File: src/rtl/seg_pkg.sv
// Shared 7-segment definitions for the static and dynamic-scan display sources.
package seg_pkg;

  typedef logic [3:0] hex_t;

  // Common-anode, active-low patterns. Bit 7 is the decimal point and is held off (1).
  localparam logic [7:0] SEG_CODE [0:15] = '{
    8'hC0, 8'hF9, 8'hA4, 8'hB0, 8'h99, 8'h92, 8'h82, 8'hF8,
    8'h80, 8'h90, 8'h88, 8'h83, 8'hC6, 8'hA1, 8'h86, 8'h8E
  };

  // All segments and the decimal point dark.
  localparam logic [7:0] SEG_BLANK = 8'hFF;

endpackage

File: src/rtl/seg_hex_enc.sv
// Hex digit to 7-segment code (g..a, active-low). Purely combinational.
module seg_hex_enc
  import seg_pkg::*;
(
  input  hex_t       hex,
  output logic [6:0] code
);

  // Table lookup; the dp bit is owned by the caller.
  always_comb begin
    code = SEG_CODE[hex][6:0];
  end

endmodule

File: src/rtl/seg_static_src.sv
// Static six-digit display source: every digit shows the same hex value,
// stepping 0..F (or F..0) once per prescaler tick. Feeds the 74HC595 shifter.
module seg_static_src
  import seg_pkg::*;
#(
  parameter int         CNT_MAX        = 24_999_999,
  parameter logic [5:0] SEL_ON         = 6'b111111,
  parameter int         DIR_UP_DEFAULT = 1
) (
  input  logic       clk,
  input  logic       rst,
  input  logic       en,
  input  logic       hold,
  input  logic       dir,
  input  logic       dp_on,
  output logic [3:0] digit,
  output logic [7:0] seg,
  output logic [5:0] sel,
  output logic       upd
);

  localparam int CW = (CNT_MAX < 1) ? 1 : $clog2(CNT_MAX + 1);

  // Elaboration-time sanity on parameters. DIR_UP_DEFAULT only matters in
  // builds where dir is tied off, but a bad value is still rejected here.
  if (CNT_MAX < 1) begin : g_bad_cnt
    $error("seg_static_src: CNT_MAX must be >= 1");
  end
  if (DIR_UP_DEFAULT != 0 && DIR_UP_DEFAULT != 1) begin : g_bad_dir
    $error("seg_static_src: DIR_UP_DEFAULT must be 0 or 1");
  end

  logic [CW-1:0] cnt;
  logic          tick;
  logic [6:0]    code;
  logic [7:0]    seg_nxt;

  // Tick is suppressed while frozen, so a tick lost to en falling is re-issued
  // on the first enabled cycle (cnt is still parked at CNT_MAX).
  assign tick = en && (cnt == CW'(CNT_MAX));

  // Prescaler: free-runs 0..CNT_MAX while enabled, holds otherwise.
  always_ff @(posedge clk or negedge rst) begin
    if (!rst) begin
      cnt <= '0;
    end else if (en) begin
      cnt <= tick ? '0 : cnt + CW'(1);
    end
  end

  // Digit counter: one step per tick unless held; a held tick is dropped.
  always_ff @(posedge clk or negedge rst) begin
    if (!rst) begin
      digit <= 4'h0;
    end else if (tick && !hold) begin
      digit <= dir ? digit + 4'h1 : digit - 4'h1;
    end
  end

  seg_hex_enc u_enc (
    .hex  (digit),
    .code (code)
  );

  assign seg_nxt = {~dp_on, code};

  // Output stage: seg trails digit by one clock; upd flags any change of seg,
  // whether from a new digit or a dp toggle.
  always_ff @(posedge clk or negedge rst) begin
    if (!rst) begin
      seg <= SEG_CODE[0];
      sel <= SEL_ON;
      upd <= 1'b0;
    end else begin
      seg <= seg_nxt;
      sel <= SEL_ON;
      upd <= (seg_nxt != seg);
    end
  end

endmodule

File: config.mk
export PLATFORM = sky130hd
export DESIGN_NAME = seg_static_src
export DESIGN_NICKNAME = d
export VERILOG_FILES = /design/src/rtl/seg_pkg.sv /design/src/rtl/seg_hex_enc.sv /design/src/rtl/seg_static_src.sv
export SDC_FILE = /design/constraint.sdc
export NUM_CORES = 1
export LEC_CHECK = 0
export CAP_MARGIN = 30
export CORE_ASPECT_RATIO = 0.7
export CORE_MARGIN = 2
export CORE_UTILIZATION = 67
export DETAILED_ROUTE_END_ITERATION = 7
export DONT_BUFFER_PORTS = 1
export HOLD_SLACK_MARGIN = 0.02
export PLACE_DENSITY = 0.83
export SLEW_MARGIN = 40
export SYNTH_ARGS = -nofsm -noshare
export SYNTH_HDL_FRONTEND = slang
export SYNTH_SLANG_ARGS = --single-unit
File: constraint.sdc
create_clock -name clk -period 5.44 [get_ports clk]
set_input_delay 0.544 -clock clk [delete_from_list [all_inputs] [get_ports clk]]
set_output_delay 0.544 -clock clk [all_outputs]
set_load 0.1 [all_outputs]
==> results.yml, run 1 <==
clock_network:
  cts_buffer_depth: 2
  htree_levels: 2
  clkSlewWorstSetupHoldPaths_ns: 0.07
  cts_tree: "done"
  clk_latency_ns: 0.30
  cts.sinks: 38
  cts_root_buf: "clkbuf_8"
  cts_setup_buffers: 0
  cts_buffers: 5
  post_cts_resized: 0
placed_design:
  post-dp-hpwl_mm: 2.84
  port_buffers: 0
  gp_congestion: 0.848
timing:
  clock_skew_ns: 0.00529
  worst_slew_pin_slew_ns: 0.867
  slew_violations: 0
  rsz0062_at_grt: "false"
  fin_setup_tns_ns: 0
  holdWs_ns: 0.0674
  final_hold_viol_count: 0
  slew-limit-headroom: 0.422
  post-route-min-period_ns: 2.51
  fin_crit_sh: 0.462
  setup_viol: 0
  fmax_mhz: 398
floorplan:
  die_y_um: 51.0
  die_width_um: 71.2
  ios: 25
  core_sq_mm: 0.00308
  initial_utilization: 0.687
  dieArea_sq_mm: 0.00363
  rows: 17
flow_run:
  maxCapViolCount: 0
global_route:
  grt_overflow: 0
  track_usage: 0.257
  antenna_found_initial: 0
  grt_max_degree: 37
  first_global_vias: 1416
  grt_pass1_wl_mm: 6.94
yosys:
  ys_ff_latch: 38
  ys_warn_count: 0
  synth-async-reset-ratio: 1.00
  synthFlopType: "dfrtp_1"
  syn_area_sq_mm: 0.00212
  ys_seq_area_frac: 0.450
  yosysTopAreaCell: "dfrtp_1"
  synth_cells: 203
  synth_edf_count: 0
  netlist_top_cells_area: "dfrtp_1 43%, xnor2_1 7.4%, xor2_1 7.0%"
  syn_area_per_cell_sq_um: 10.4
  synthDistinctLibCells: 36
  synth.top_cell.area_share: 0.425
cells_and_area:
  finalCoreUtilization: 0.738
  layout-drive-gt1-share: 0.149
  final_cell_mix: "28 x dfrtp_1, 22 x nor2_1, 18 x xnor2_1"
  layout_commonest_cell: "dfrtp_1"
  diodes: 0
  area_growth_pct: 7.50
  nets: 224
pwr:
  power_uw: 634
  p_int_uw: 458
  power_frac_comb: 0.101
  seqPwrFrac: 0.531
  pwr-share-clk: 0.369
  ir_drop_uv: 215
  power_switching_uw: 176
  switching_share: 0.278
  p_leak_uw: 0.00104
  p_per_area_mw_per_mm2: 279
drt:
  wl_mm: 3.95
  routedWlPerCell_um: 16.0
  vias: 1422
  drtAntennaViolNets: 0
  firstDrtPassIters: 4
  vias_per_cell: 5.78
  drc: 0
  drtIter0Drc: 125
min_path:
  hold_path.class: "input pin to async pin"
setup_path:
  path_common_cell: "inv_1"
  critPathKind: "flip-flop to flip-flop"
  r2r_slack_ns: 2.93
  critPathLaunch: "digit[0]"
  crit_path_start_kind: "flip-flop"
  worstPathArrival_ns: 2.68
  critPathMaxFanout: 9
  cp_cell_sequence: "inv_1 -> ha_1 -> inv_1 -> mux4_2 -> xor2_1 -> nor3_1 -> nand4_1"
  end_kind: "flip-flop"
  r2r-end: "upd"
  endpoint: "upd"
  worst_r2r_path_depth: 7
  critical-path-max-stage-delay_ns: 0.78
  reg2reg_from: "digit[0]"
  required_ns: 5.61
  cp_slowest_cell: "dfrtp_2"
outcome:
  outcome: "complete, no violations"
synth_stat cells (all sizes together) (3+ instances only):
cell     n
xnor2   18
a21oi    3
ha      10
o21ai    4
xor2    17
nor4     3
mux2i    6
dfrtp   36
nor3    11
nand2   16
nor2    22
nand4   11
inv      8
nand3    7
buf     10
nand3b   3
cell families after synthesis:
logic type      count (synthesis)  synth area share
simple gates                   81             0.218
fa+ha+maj                      11            0.0685
compound gates                 11            0.0319
mux                             7            0.0390
buf+inv                        19            0.0461
other cells                     1           0.00177
flops                          38             0.450
xor+xnor                       35             0.145
registers in the layout (all words and copies together) (netlist names):
name and flops:
digit 4, cnt 25, upd 1, seg 8
through the flow:
stage | worst slack (ns) | cells | instance area [sq um]
4_1_cts | 2.92 | 246 | 2280
3_5_place_dp | 2.92 | 237 | 2150
3_3_place_gp | 2.66 | 237 | 2130
6_report | 2.93 | 246 | 2280
5_1_grt | 2.81 | 246 | 2280
2_1_floorplan | 2.75 | 208 | 2140
power by group through the flow:
stage | logic, uW | registers (uW) | clock network (uW)
after detailed placement | 57.1 | 341 | 0
after CTS | 65.4 | 336 | 237
after global routing | 71.6 | 341 | 248
after floorplan | 54.4 | 335 | 0
after global placement | 54.2 | 339 | 0
final | 64.1 | 337 | 234
routing by layer:
layer  vias to the layer above  track usage  part of all wire
met5                         -            0                 0
met4                         0        0.116             0.018
met3                         6       0.0730             0.069
met2                        49        0.397              0.46
met1                       686        0.342              0.45
li1                        681            -                 -
worst min-delay path by stage:
stage | startpoint | endpoint | cells past startpoint
6_report | rst | cnt[16] | 1
5_1_grt | rst | seg[6] | 0
4_1_cts | rst | seg[6] | 0
3_5_place_dp | rst | seg[3] | 0
3_3_place_gp | rst | seg[0] | 0
2_1_floorplan | rst | cnt[0] | 0
area by class of cell:
cell class                      instances  area [sq um]
Sequential cell                        38           963
Clock buffer                            5          68.8
Timing Repair Buffer                    3          35.0
Inverter                                8          30.0
Clock inverter                          3          40.0
Multi-Input combinational cell        151          1090
Tap cell                               38          47.5
Fill cell                             218           807
what timing repair did:
action                                 CTS  global route
hold buffers                             1             0
endpoints found under the hold margin   36             0
setup endpoints to repair                0             0
critical path, delay by kind of cell, from the launching register on:
kind                       cells  cell delay [ns]
xor gates and xnor gates       1             0.16
muxes                          1             0.47
adders and majority gates      1             0.38
buffers and inverters          2             0.33
DFF                            1             0.78
and+or+nand+nor                2             0.25
Note: power is estimated with default switching activity, not from simulation.
==> run 2, diff against run 1 <==
--- a/config.mk
+++ b/config.mk
@@ -8,11 +8,11 @@
 export CAP_MARGIN = 30
 export CORE_ASPECT_RATIO = 0.7
 export CORE_MARGIN = 2
-export CORE_UTILIZATION = 67
+export CORE_UTILIZATION = 63
 export DETAILED_ROUTE_END_ITERATION = 7
 export DONT_BUFFER_PORTS = 1
 export HOLD_SLACK_MARGIN = 0.02
-export PLACE_DENSITY = 0.83
+export PLACE_DENSITY = 0.79
 export SLEW_MARGIN = 40
 export SYNTH_ARGS = -nofsm -noshare
 export SYNTH_HDL_FRONTEND = slang
==> constraint.sdc (replaced) <==
create_clock -name clk -period 2.35 [get_ports clk]
set_input_delay 0.235 -clock clk [delete_from_list [all_inputs] [get_ports clk]]
set_output_delay 0.235 -clock clk [all_outputs]
set_load 0.1 [all_outputs]
==> run 2 against run 1 <==
  * Clock power increased by 92%
  * Fmax increased by 30%
  * Setup slack got worse by 2.5 ns
  * Largest power group unchanged
==> results.yml, run 2 (synthesis results as in run 1) <==
timing:
  final_hold_viol_count: 0
  fin_setup_tns_ns: 0
  rsz0062_at_grt: "false"
  worst_slew_pin_slew_ns: 0.862
  holdWs_ns: 0.0304
  setup_viol: 0
  fmax_mhz: 520
  fin_crit_sh: 0.819
  slew_violations: 0
  slew-limit-headroom: 0.426
  post-route-min-period_ns: 1.92
  clock_skew_ns: 0.00378
  final.setup.worst_slack_ns: 0.425
setup_path:
  path_common_cell: "inv_1"
  cp_top_family: "multiplexers"
  cp_slowest_cell: "mux4_2"
  reg2reg_from: "digit[0]"
  end_kind: "flip-flop"
  crit_buf_inv: 2
  worstPathArrival_ns: 2.09
  critical-path-max-stage-delay_ns: 0.46
  critPathMaxFanout: 7
  cp_cell_sequence: "inv_1 -> ha_1 -> inv_1 -> mux4_2 -> xor2_1 -> nor3_1 -> nand4_1"
  crit_path_start_kind: "flip-flop"
  critPathLaunch: "digit[0]"
  required_ns: 2.51
  critPathKind: "flip-flop to flip-flop"
placed_design:
  gp_congestion: 0.848
  dpl_cell_area_sq_mm: 0.00220
  port_buffers: 0
  post-dp-hpwl_mm: 2.81
  place_ws_ns: 0.420
global_route:
  grt_pass1_wl_mm: 6.91
  track_usage: 0.240
  first_global_vias: 1471
  grt_max_degree: 39
  grt_overflow: 0
  antenna_found_initial: 0
floorplan:
  die_y_um: 52.5
  die_width_um: 73.3
  core_sq_mm: 0.00319
  dieArea_sq_mm: 0.00385
  rows: 17
  ios: 25
  initial_utilization: 0.664
pwr:
  seqPwrFrac: 0.565
  power_uw: 1380
  ir_drop_uv: 376
  p_int_uw: 987
  switching_share: 0.283
  p_leak_uw: 0.00107
  p_per_area_mw_per_mm2: 590
  power_switching_uw: 389
  pwr-share-clk: 0.327
  power_frac_comb: 0.108
clock_network:
  htree_levels: 2
  cts_buffer_depth: 2
  post_cts_resized: 0
  cts.sinks: 38
  cts_tree: "done"
  clk_latency_ns: 0.29
  clkSlewWorstSetupHoldPaths_ns: 0.07
  cts_root_buf: "clkbuf_8"
  cts_buffers: 5
  cts_setup_buffers: 0
  postCtsHoldBufs: 3
drt:
  vias: 1431
  drtAntennaViolNets: 0
  drc: 0
  routedWlPerCell_um: 14.7
  vias_per_cell: 5.57
  drtIter0Drc: 103
  wl_mm: 3.78
  firstDrtPassIters: 4
cells_and_area:
  layout-drive-gt1-share: 0.151
  reg.largest.list: "cnt x25, seg x8, digit x4"
  largest_reg_flops: 25
  nets: 235
  largest-register: "cnt"
  area_growth_pct: 10.2
  layout_commonest_cell: "dfrtp_1"
  fin_area_sq_mm: 0.00233
  final_cell_mix: "34 x dfrtp_1, 22 x nor2_1, 18 x xnor2_1"
  n_fill_cell: 225
  diodes: 0
min_path:
  hold_path.class: "input pin to flip-flop"
  holdCritStartpoint: "en"
outcome:
  outcome: "complete, no violations"
flow_run:
  maxCapViolCount: 0
[run 2: changes by cell type in the layout (fill, tap and decap cells not counted)]
cell           delta
buf_4             +9
dfrtp_1           +6
dfrtp_2           -6
dlygate4sd3_1     +2
bufinv_16         -1
clkbuf_1          +1
clkbuf_8          +1
clkinv_2          -1
nor3_2            +1
nor3_4            -1
[run 2: area by class of cell]
class                           count  area (sq um)  share of cell area
Clock inverter                      1          5.00             0.00214
Clock buffer                        7          86.3              0.0370
Sequential cell                    38           956               0.410
Timing Repair Buffer               14           123              0.0525
Multi-Input combinational cell    151          1090               0.465
Tap cell                           38          47.5              0.0204
Inverter                            8          30.0              0.0129
[run 2: path summary, 6_finish.rpt]
| kind | to | slack, ns | cells past startpoint |
|---|---|---|---|
| min reg2reg | cnt[23] | 0.52 | 1 |
| min | cnt[0] | 0.03 | 1 |
| max reg2reg | upd | 0.43 | 7 |
| max | upd | 0.43 | 7 |
| max in group asynchronous | seg[6] | 1.69 | 2 |
| min in group asynchronous | cnt[22] | 0.41 | 2 |
[run 2: power groups by stage]
stage | Clock (uW) | Combinational [uW] | Sequential, uW
finish | 450 | 148 | 778
global route | 493 | 166 | 785
CTS | 466 | 149 | 776
detailed placement | 0 | 128 | 789
global placement | 0 | 125 | 785
floorplan | 0 | 126 | 777
[run 2: metrics by stage]
stage	std cells	utilization
4_1_cts	257	0.731
5_1_grt	257	0.731
2_1_floorplan	208	-
3_5_place_dp	246	0.690
6_report	257	0.731
3_3_place_gp	246	0.690
[run 2: routing by layer]
metal / global-route usage / vias up / wire [um]
met5: 0 / - / 0
met4: 0.0909 / 0 / 48
met3: 0.0577 / 5 / 178
met2: 0.356 / 38 / 1610
met1: 0.343 / 683 / 1950
li1: - / 705 / -
